<file path="config.mk">
export PLATFORM = sky130hd
export DESIGN_NAME = cache_miss_handler
export DESIGN_NICKNAME = d
export VERILOG_FILES = /design/src/rtl/cache_miss_handler.sv
export SDC_FILE = /design/constraint.sdc
export NUM_CORES = 1
export LEC_CHECK = 0
export BUFFER_PORTS_ARGS = -buffer_cell sky130_fd_sc_hd__clkbuf_2
export CORE_AREA = 3 3 222 224
export CTS_BUF_LIST = sky130_fd_sc_hd__clkbuf_4 sky130_fd_sc_hd__clkbuf_8
export DETAILED_ROUTE_END_ITERATION = 8
export DIE_AREA = 0 0 225 227
export SLEW_MARGIN = 30
export SYNTH_ARGS = -nofsm -noshare
export SYNTH_HDL_FRONTEND = slang
export SYNTH_SLANG_ARGS = --single-unit
export TNS_END_PERCENT = 50
</file>
<file path="constraint.sdc">
create_clock -name clk -period 12.9 [get_ports clk]
set_input_delay 0 -clock clk [delete_from_list [all_inputs] [get_ports clk]]
set_output_delay 0 -clock clk [all_outputs]
set_load 0.005 [all_outputs]
</file>
<file path="src/rtl/cache_miss_handler.sv">
// cache_miss_handler: miss-side sequencer for the 2-way LC-3b cache.
// On a miss it writes the LRU victim back to physical memory (only when it is
// valid and dirty), fetches the requested line, installs it into the victim
// way through the array write port, and then spends one settle cycle so the
// arrays and hit check can re-evaluate before the next request is taken.
module cache_miss_handler #(
   parameter int TAG_W  = 9,
   parameter int SET_W  = 3,
   parameter int OFF_W  = 4,
   parameter int LINE_W = 128
) (
   input  logic              clk,
   input  logic              reset,
   input  logic              miss_req,
   input  logic [15:0]       miss_addr,
   input  logic              lru_way,
   input  logic              victim_valid,
   input  logic              victim_dirty,
   input  logic [TAG_W-1:0]  victim_tag,
   input  logic [LINE_W-1:0] victim_line,
   output logic              pmem_read,
   output logic              pmem_write,
   output logic [15:0]       pmem_address,
   output logic [LINE_W-1:0] pmem_wdata,
   input  logic [LINE_W-1:0] pmem_rdata,
   input  logic              pmem_resp,
   output logic              fill_we,
   output logic              fill_way,
   output logic [SET_W-1:0]  fill_set,
   output logic [TAG_W-1:0]  fill_tag,
   output logic [LINE_W-1:0] fill_line,
   output logic              busy,
   output logic              miss_done
);

   typedef enum logic [2:0] {
      S_IDLE      = 3'd0,
      S_WRITEBACK = 3'd1,
      S_FETCH     = 3'd2,
      S_INSTALL   = 3'd3,
      S_SETTLE    = 3'd4
   } state_t;

   state_t              state_q, state_d;
   logic [TAG_W-1:0]    tag_q, tag_d;
   logic [SET_W-1:0]    set_q, set_d;
   logic                way_q, way_d;
   logic [TAG_W-1:0]    vtag_q, vtag_d;
   logic [LINE_W-1:0]   vline_q, vline_d;
   logic [LINE_W-1:0]   fill_line_q, fill_line_d;

   // Offset bits of the miss address are dropped: every memory access is line-aligned.
   logic unused_offset_bits;
   assign unused_offset_bits = ^miss_addr[OFF_W-1:0];

   // State and request-context registers; async reset abandons any transaction.
   always_ff @(posedge clk or posedge reset) begin
      if (reset) begin
         state_q     <= S_IDLE;
         tag_q       <= '0;
         set_q       <= '0;
         way_q       <= 1'b0;
         vtag_q      <= '0;
         vline_q     <= '0;
         fill_line_q <= '0;
      end else begin
         state_q     <= state_d;
         tag_q       <= tag_d;
         set_q       <= set_d;
         way_q       <= way_d;
         vtag_q      <= vtag_d;
         vline_q     <= vline_d;
         fill_line_q <= fill_line_d;
      end
   end

   // Next-state logic; request inputs are captured only on the IDLE accept.
   always_comb begin
      state_d     = state_q;
      tag_d       = tag_q;
      set_d       = set_q;
      way_d       = way_q;
      vtag_d      = vtag_q;
      vline_d     = vline_q;
      fill_line_d = fill_line_q;
      case (state_q)
         S_IDLE: begin
            if (miss_req) begin
               tag_d   = miss_addr[OFF_W+SET_W +: TAG_W];
               set_d   = miss_addr[OFF_W +: SET_W];
               way_d   = lru_way;
               vtag_d  = victim_tag;
               vline_d = victim_line;
               if (victim_valid && victim_dirty) begin
                  state_d = S_WRITEBACK;
               end else begin
                  state_d = S_FETCH;
               end
            end else begin
               state_d = S_IDLE;
            end
         end
         S_WRITEBACK: begin
            if (pmem_resp) begin
               state_d = S_FETCH;
            end else begin
               state_d = S_WRITEBACK;
            end
         end
         S_FETCH: begin
            if (pmem_resp) begin
               fill_line_d = pmem_rdata;
               state_d     = S_INSTALL;
            end else begin
               state_d = S_FETCH;
            end
         end
         S_INSTALL: state_d = S_SETTLE;
         S_SETTLE:  state_d = S_IDLE;
         default:   state_d = S_IDLE;
      endcase
   end

   // Output decode from registered state only; nothing here looks at pmem_resp.
   always_comb begin
      pmem_read    = 1'b0;
      pmem_write   = 1'b0;
      pmem_address = 16'h0000;
      pmem_wdata   = '0;
      fill_we      = 1'b0;
      fill_way     = 1'b0;
      fill_set     = '0;
      fill_tag     = '0;
      fill_line    = '0;
      miss_done    = 1'b0;
      busy         = (state_q != S_IDLE);
      case (state_q)
         S_WRITEBACK: begin
            pmem_write   = 1'b1;
            pmem_address = {vtag_q, set_q, {OFF_W{1'b0}}};
            pmem_wdata   = vline_q;
         end
         S_FETCH: begin
            pmem_read    = 1'b1;
            pmem_address = {tag_q, set_q, {OFF_W{1'b0}}};
         end
         S_INSTALL: begin
            fill_we   = 1'b1;
            fill_way  = way_q;
            fill_set  = set_q;
            fill_tag  = tag_q;
            fill_line = fill_line_q;
            miss_done = 1'b1;
         end
         S_IDLE:   busy = 1'b0;
         S_SETTLE: busy = 1'b1;
         default:  busy = 1'b1;
      endcase
   end

endmodule

</file>
==> results of run 1 <==
-- metal layers --
layer / up-vias / track usage / part of all wire
li1: 4798 / - / -
met1: 4987 / 0.1736 / 0.39
met2: 445 / 0.2656 / 0.49
met3: 97 / 0.05390 / 0.082
met4: 0 / 0.06582 / 0.037
met5: - / 0 / 0
-- final cells by class --
class	count	area, µm²	area share
multi-input cells	575	5451	0.2704
well taps	615	769.5	0.03816
flip-flops and latches	281	7032	0.3487
clock inverters	3	40.04	0.001986
clock buffers	86	1059	0.05250
diodes	2	5.005	0.0002482
repair buffers	865	5796	0.2874
inverters	1	11.26	0.0005585
-- state kept, by name (all words and copies together) (netlist names) --
| name | count |
|---|---|
| fill_line_q | 128 |
| set_q | 3 |
| state_q | 3 |
| tag_q | 9 |
| vline_q | 128 |
| vtag_q | 9 |
| way_q | 1 |
-- critical path: stages (launching register included) --
cell and delay, ns:
dfrtp_1 0.57, nor4b_4 0.56, buf_4 0.67, buf_4 0.77
mux2_2 0.41
-- cell families (layout without fill, tap and decap cells) --
kind of cell | Yosys count | in the layout
multiplexers | 278 | 278
AND/OR/NAND/NOR | 281 | 281
other | 1 | 6
buffers and inverters | 72 | 955
XOR/XNOR | 1 | 1
AO/OA/AOI/OAI | 11 | 11
flip-flops | 281 | 281
-- cell usage in the layout, fill, tap and decap left out, drive strengths merged --
master	count
nor4b	2
or3	1
xnor2	1
a221o	1
dfrtp	281
a311o	1
clkbuf	655
diode	2
dlygate4sd3	284
a22o	9
mux2	278
clkinv	2
nand2	1
bufinv	1
inv	1
conb	4
and2	269
and3b	2
nor3b	5
and4bb	1
buf	12
-- power groups by stage --
stage / Combinational [mW] / Sequential (mW) / Clock, mW
final: 1.50 / 1.58 / 0.902
after global routing: 1.63 / 1.64 / 0.978
after CTS: 1.52 / 1.57 / 0.940
after detailed placement: 1.44 / 1.58 / 0
after global placement: 1.40 / 1.55 / 0
after floorplan: 1.09 / 1.48 / 0
-- worst paths after layout --
check                                              end  slack (ns)               startpoint  cells past startpoint
setup / recovery               vline_q[86]$_DFFE_PP0P_        9.63     state_q[2]$_DFF_PP0_                      4
min in group asynchronous  fill_line_q[52]$_DFFE_PP0P_        0.13                    reset                      3
hold / removal                    set_q[1]$_DFFE_PP0P_        0.08                 miss_req                      4
hold reg to reg                vline_q[33]$_DFFE_PP0P_        0.48  vline_q[33]$_DFFE_PP0P_                      1
setup reg to reg               vline_q[86]$_DFFE_PP0P_        9.63     state_q[2]$_DFF_PP0_                      4
max in group asynchronous            way_q$_DFFE_PP0P_       10.87                    reset                      5
-- cell usage after synthesis (all sizes together) --
| cell | number |
|---|---|
| dfrtp | 281 |
| xnor2 | 1 |
| clkbuf | 19 |
| nor3b | 5 |
| a22o | 9 |
| and2 | 269 |
| buf | 52 |
| a311o | 1 |
| nor4b | 2 |
| a221o | 1 |
| and3b | 2 |
| inv | 1 |
| mux2 | 278 |
| nand2 | 1 |
| and4bb | 1 |
| conb | 1 |
| or3 | 1 |
-- stage by stage --
stage	std cells	utilization	hold WS (ns)	setup slack [ns]
global placement	2052	0.3405	0.1917	9.187
floorplan	928	-	0.1347	5.149
CTS	2426	0.4238	0.01117	9.545
global route	2428	0.4241	0.02870	9.389
finish	2428	0.4241	0.08117	9.626
detailed placement	2053	0.3409	0.1999	9.585
==> reports/qor.txt, run 1 <==
YS warnings = 0
CTS Sinks = 281
Via count = 10327
Period minus WS final = 3.274 ns
Fin nets = 2062
Vias per Instance = 4.253
Compound-Gate Fraction of Synth Area = 0.007552
ANT nets after route = 0
Vias in the first global route = 11194
Clk_lat worst skew = 0.59 ns
Arrival @ worst endpoint = 3.74 ns
Post-Synth XOR/XNOR Area = 0.0006692
Yosys reg bits = 281
Adder-cell area share of the yosys netlist = 0
Synth top area share = 0.5372
Sequential fraction of the synthesis area = 0.5372
Startpoint types = flop
First-pass GRT wire length = 62330 µm
Worst-path clk slew = 0.06 ns
Share of post-route cells with drive strength above 1 = 0.4832
Net Sw Power = 1.218 mW
Slew HR = 0.4204
DRT Pass-1 Iters = 6
Placement Cell Area = 16210 µm²
Total die area = 51080 µm²
Worst Path Max Fanout = 63
Port Buffers = 569
WS Path Type = flop to flop
Post_cts resized = 0
Final wirelength = 41160 µm
Status = finished, final reports clean
Area leader, netlist = dfrtp_1
Die span in x = 225 µm
Worst Setup End Kind = flop
Synth top area cells = dfrtp_1, and2_1, mux2_4
Post-synthesis cell area = 13090 µm²
Worst IR Drop VDD = 112.0 µV
Syn_area_per_cell = 14.15 µm²
Antenna violations before repair = 2
Fin area = 20160 µm²
P&R area growth vs syn = 54.05%
Fillers = 4304
Cells after Synth = 925
Clk pwr share = 0.227
Final Total Pwr = 3.982 mW
DR iter-0 viols = 334
Setup TNS = 0 ns
Hpwl dp = 27300 µm
Netlist cell types = 26
Mux cell area share after synthesis = 0.2679
Max-cap violations = 0
Die Span Y = 227 µm
Grt total ovfl = 0
WL/cell = 16.95 µm
Final Cycle Share = 0.2538
Main combinational cell family by area after synthesis = multiplexers
Hold buffers post-CTS = 284
Max Fclk = 0.3054 GHz
Largest net degree at the start of global routing = 144
Clock buffer depth = 3
Number of CTS-inserted buffers = 50
Share of total power in sequential cells = 0.396
LEAKAGE = 9.936 nW
Max-slew violation count = 0
Core area = 47550 µm²
DRC errors left = 0
FP Rows = 80
Hold WC Path Type = input port to flop
Starting density of the core = 0.2753
Max H-tree Level = 2
Comb pwr share = 0.377
Total track usage = 0.1538
Least-Margin Pin Slew = 0.8693 ns
Simple-Gate Fraction of Synth Area = 0.1370
Worst Path Required = 13.37 ns
Total internal power = 2.763 mW
Layout Skew = 0.02406 ns
Pwr dens = 197.5 nW/µm²
GP Congestion = 0.7808
Final setup vio count = 0
IO Count = 578
Final Hold Viols = 0
Switching share of power = 0.3060
CTS tree = yes
RSZ-0062 raised after global routing = false
Clk root buf = clkbuf_8
Setup bufs post-CTS = 0
Power figures use the tool's default switching activity.
==> inputs of run 2 (changes only) <==
--- a/config.mk
+++ b/config.mk
@@ -6,10 +6,10 @@
 export NUM_CORES = 1
 export LEC_CHECK = 0
 export BUFFER_PORTS_ARGS = -buffer_cell sky130_fd_sc_hd__clkbuf_2
-export CORE_AREA = 3 3 222 224
+export CORE_AREA = 3 3 223 225
 export CTS_BUF_LIST = sky130_fd_sc_hd__clkbuf_4 sky130_fd_sc_hd__clkbuf_8
 export DETAILED_ROUTE_END_ITERATION = 8
-export DIE_AREA = 0 0 225 227
+export DIE_AREA = 0 0 226 228
 export SLEW_MARGIN = 30
 export SYNTH_ARGS = -nofsm -noshare
 export SYNTH_HDL_FRONTEND = slang
==> constraint.sdc (replaced) <==
create_clock -name clk -period 2.9 [get_ports clk]
set_input_delay 0 -clock clk [delete_from_list [all_inputs] [get_ports clk]]
set_output_delay 0 -clock clk [all_outputs]
set_load 0.005 [all_outputs]
==> reports/qor.txt, run 2 (synthesized netlist as in run 1, its figures left out) <==
Status = finished, final reports clean
CP peak stage delay = 0.67 ns (-0.10 ns)
WHS Path Cells = 4 (unchanged)
Share of total power in sequential cells = 0.394 (-0.002)
Clk_lat worst skew = 0.60 ns (about the same)
Max-cap violations = 0 (unchanged)
Antenna violations before repair = 2 (unchanged)
Most frequent standard cell in the layout excluding fill and tap cells = clkbuf_2
Largest registers = fill_line_q: 128 flops, vline_q: 128 flops
Core area = 47750 µm² (+0.42%)
WL/cell = 17.15 µm (+1.1%)
ANT nets after route = 0 (unchanged)
Least-Margin Pin Slew = 0.6548 ns (-0.2145 ns)
Arrival @ worst endpoint = 2.50 ns (-1.24 ns)
Vias in the first global route = 11792 (+5.3%)
RSZ-0062 raised after global routing = false
FF-to-FF Start = state_q[2]$_DFF_PP0_
Die Span Y = 228 µm (+0.44%)
Port Buffers = 569 (unchanged)
Comb pwr share = 0.383 (+0.006)
Vias per Instance = 4.301 (+1.1%)
Final Total Pwr = 17.81 mW (+350%)
Slew HR = 0.5634 (+0.1430)
Final core area utilization = 0.4278 (+0.003725)
Grt total ovfl = 0 (unchanged)
Largest net degree at the start of global routing = 103 (-28%)
First-pass GRT wire length = 64760 µm (+3.9%)
Max Fclk = 0.3993 GHz
Final setup vio count = 0 (unchanged)
Switching share of power = 0.3065 (+0.0005444)
DRC errors left = 0 (unchanged)
Sequential cell area = 7032 µm² (unchanged)
Placed cell count = 2071 (+0.88%)
Dpl ws = 0.8182 ns (-8.767 ns)
Setup TNS = 0 ns (unchanged)
Worst R2R Path Depth = 4 (unchanged)
Fin cells = 2445 (+0.70%)
Die span in x = 226 µm (+0.44%)
FP Rows = 80 (unchanged)
Reg2Reg Setup Slack = 0.73 ns (-8.90 ns)
Share of post-route cells with drive strength above 1 = 0.4882 (+0.005086)
P&R area growth vs syn = 56.06%
Setup bufs post-CTS = 0 (unchanged)
LEAKAGE = 10.05 nW (+1.2%)
WS Path Type = flop to primary output
CP max-delay cell = and3b_4
Hpwl dp = 28050 µm (+2.8%)
CTS tree = yes
Total die area = 51530 µm² (+0.89%)
Crit path setup slack, layout = 0.3956 ns (-9.230 ns)
Max-slew violation count = 0 (unchanged)
Number of CTS-inserted buffers = 50 (unchanged)
Worst Path Required = 2.90 ns (-10.47 ns)
CTS Sinks = 281 (unchanged)
Via count = 10515 (+1.8%)
GP Congestion = 0.8245 (+5.6%)
IO Count = 578 (unchanged)
Final Cycle Share = 0.8636
Worst Path Max Fanout = 32 (-49%)
Worst Setup End Kind = primary output
Pwr dens = 872.1 nW/µm² (+340%)
Final Hold Viols = 0 (unchanged)
Clk root buf = clkbuf_8
Startpoint types = flop
Cell breakdown of the critical path = and3b_4, buf_4, and2_1, clkbuf_2
Net Sw Power = 5.460 mW (+350%)
Total internal power = 12.35 mW (+350%)
R2R Path End = state_q[0]$_DFF_PP0_
Hold WC Path Type = input port to flop
Critical Path Start = state_q[2]$_DFF_PP0_
Clk pwr share = 0.224 (-0.003)
Most frequent cells in the layout = clkbuf_2, dlygate4sd3_1, dfrtp_1, and2_1, mux2_4
Setup crit end = fill_line[36]
DRT Pass-1 Iters = 6 (unchanged)
Worst IR Drop VDD = 498.3 µV (+350%)
Starting density of the core = 0.2741 (-0.001154)
Worst-path clk slew = 0.06 ns (about the same)
Max H-tree Level = 2 (unchanged)
Fin nets = 2081 (+0.92%)
Fillers = 4269 (-0.81%)
Total track usage = 0.1584 (+0.004571)
Final wirelength = 41930 µm (+1.9%)
DR iter-0 viols = 387 (+16%)
Clock buffer depth = 3 (unchanged)
Period minus WS final = 2.504 ns
Layout Skew = 0.02509 ns (+0.001028 ns)
Area of the multi-input gates = 5445 µm² (-0.11%)
-- run 2: repair_timing --
item                      4_1_cts  5_1_grt
hold endpoints to repair      296       11
resized for setup               0        0
hold buffers                  283        1
-- run 2: final cells by class --
| type | instances | area share |
|---|---|---|
| Multi-Input combinational cell | 575 | 0.2666 |
| Sequential cell | 281 | 0.3443 |
| Clock buffer | 78 | 0.04980 |
| Antenna cell | 1 | 0.0001225 |
| Inverter | 1 | 0.0003675 |
| Tap cell | 615 | 0.03767 |
| Timing Repair Buffer | 884 | 0.2971 |
| Clock inverter | 10 | 0.004104 |
-- run 2: critical path: cells and delay by family, from the launching register on --
family | cells | cell delay (ns)
and+or+nand+nor | 2 | 0.90
DFF | 1 | 0.53
buffers and inverters | 2 | 0.49
-- run 2: power by group through the flow --
| stage | clock network [mW] | registers, mW | logic (mW) |
|---|---|---|---|
| 6_report | 3.98 | 7.01 | 6.82 |
| 5_1_grt | 4.34 | 7.27 | 7.41 |
| 4_1_cts | 4.15 | 6.99 | 6.89 |
| 3_5_place_dp | 0 | 7.00 | 6.54 |
| 3_3_place_gp | 0 | 6.93 | 6.39 |
| 2_1_floorplan | 0 | 6.61 | 4.87 |
-- run 2: per-stage QoR --
step                      hold slack (ns)  area, µm²
after detailed placement           0.2210      16450
after floorplan                    0.1347      13100
after CTS                         0.08024      20390
after global routing               0.1029      20430
final                              0.1547      20430
after global placement             0.2198      16450
-- run 2: worst min-delay path by stage --
stage / slack [ns] / start / end
floorplan: 0.13 / victim_line[10] / vline_q[10]$_DFFE_PP0P_
global placement: 0.22 / victim_line[12] / vline_q[12]$_DFFE_PP0P_
detailed placement: 0.22 / victim_line[6] / vline_q[6]$_DFFE_PP0P_
CTS: 0.08 / pmem_rdata[72] / fill_line_q[72]$_DFFE_PP0P_
global route: 0.10 / pmem_rdata[35] / fill_line_q[35]$_DFFE_PP0P_
finish: 0.15 / miss_req / vline_q[11]$_DFFE_PP0P_
-- run 2: layer usage --
metal  wire, µm  vias to the layer above  global-route usage
met5          0                        -                   0
met4       1795                        0             0.06991
met3       3216                      117             0.04718
met2      20550                      474              0.2785
met1      16360                     5099              0.1761
li1           -                     4825                   -
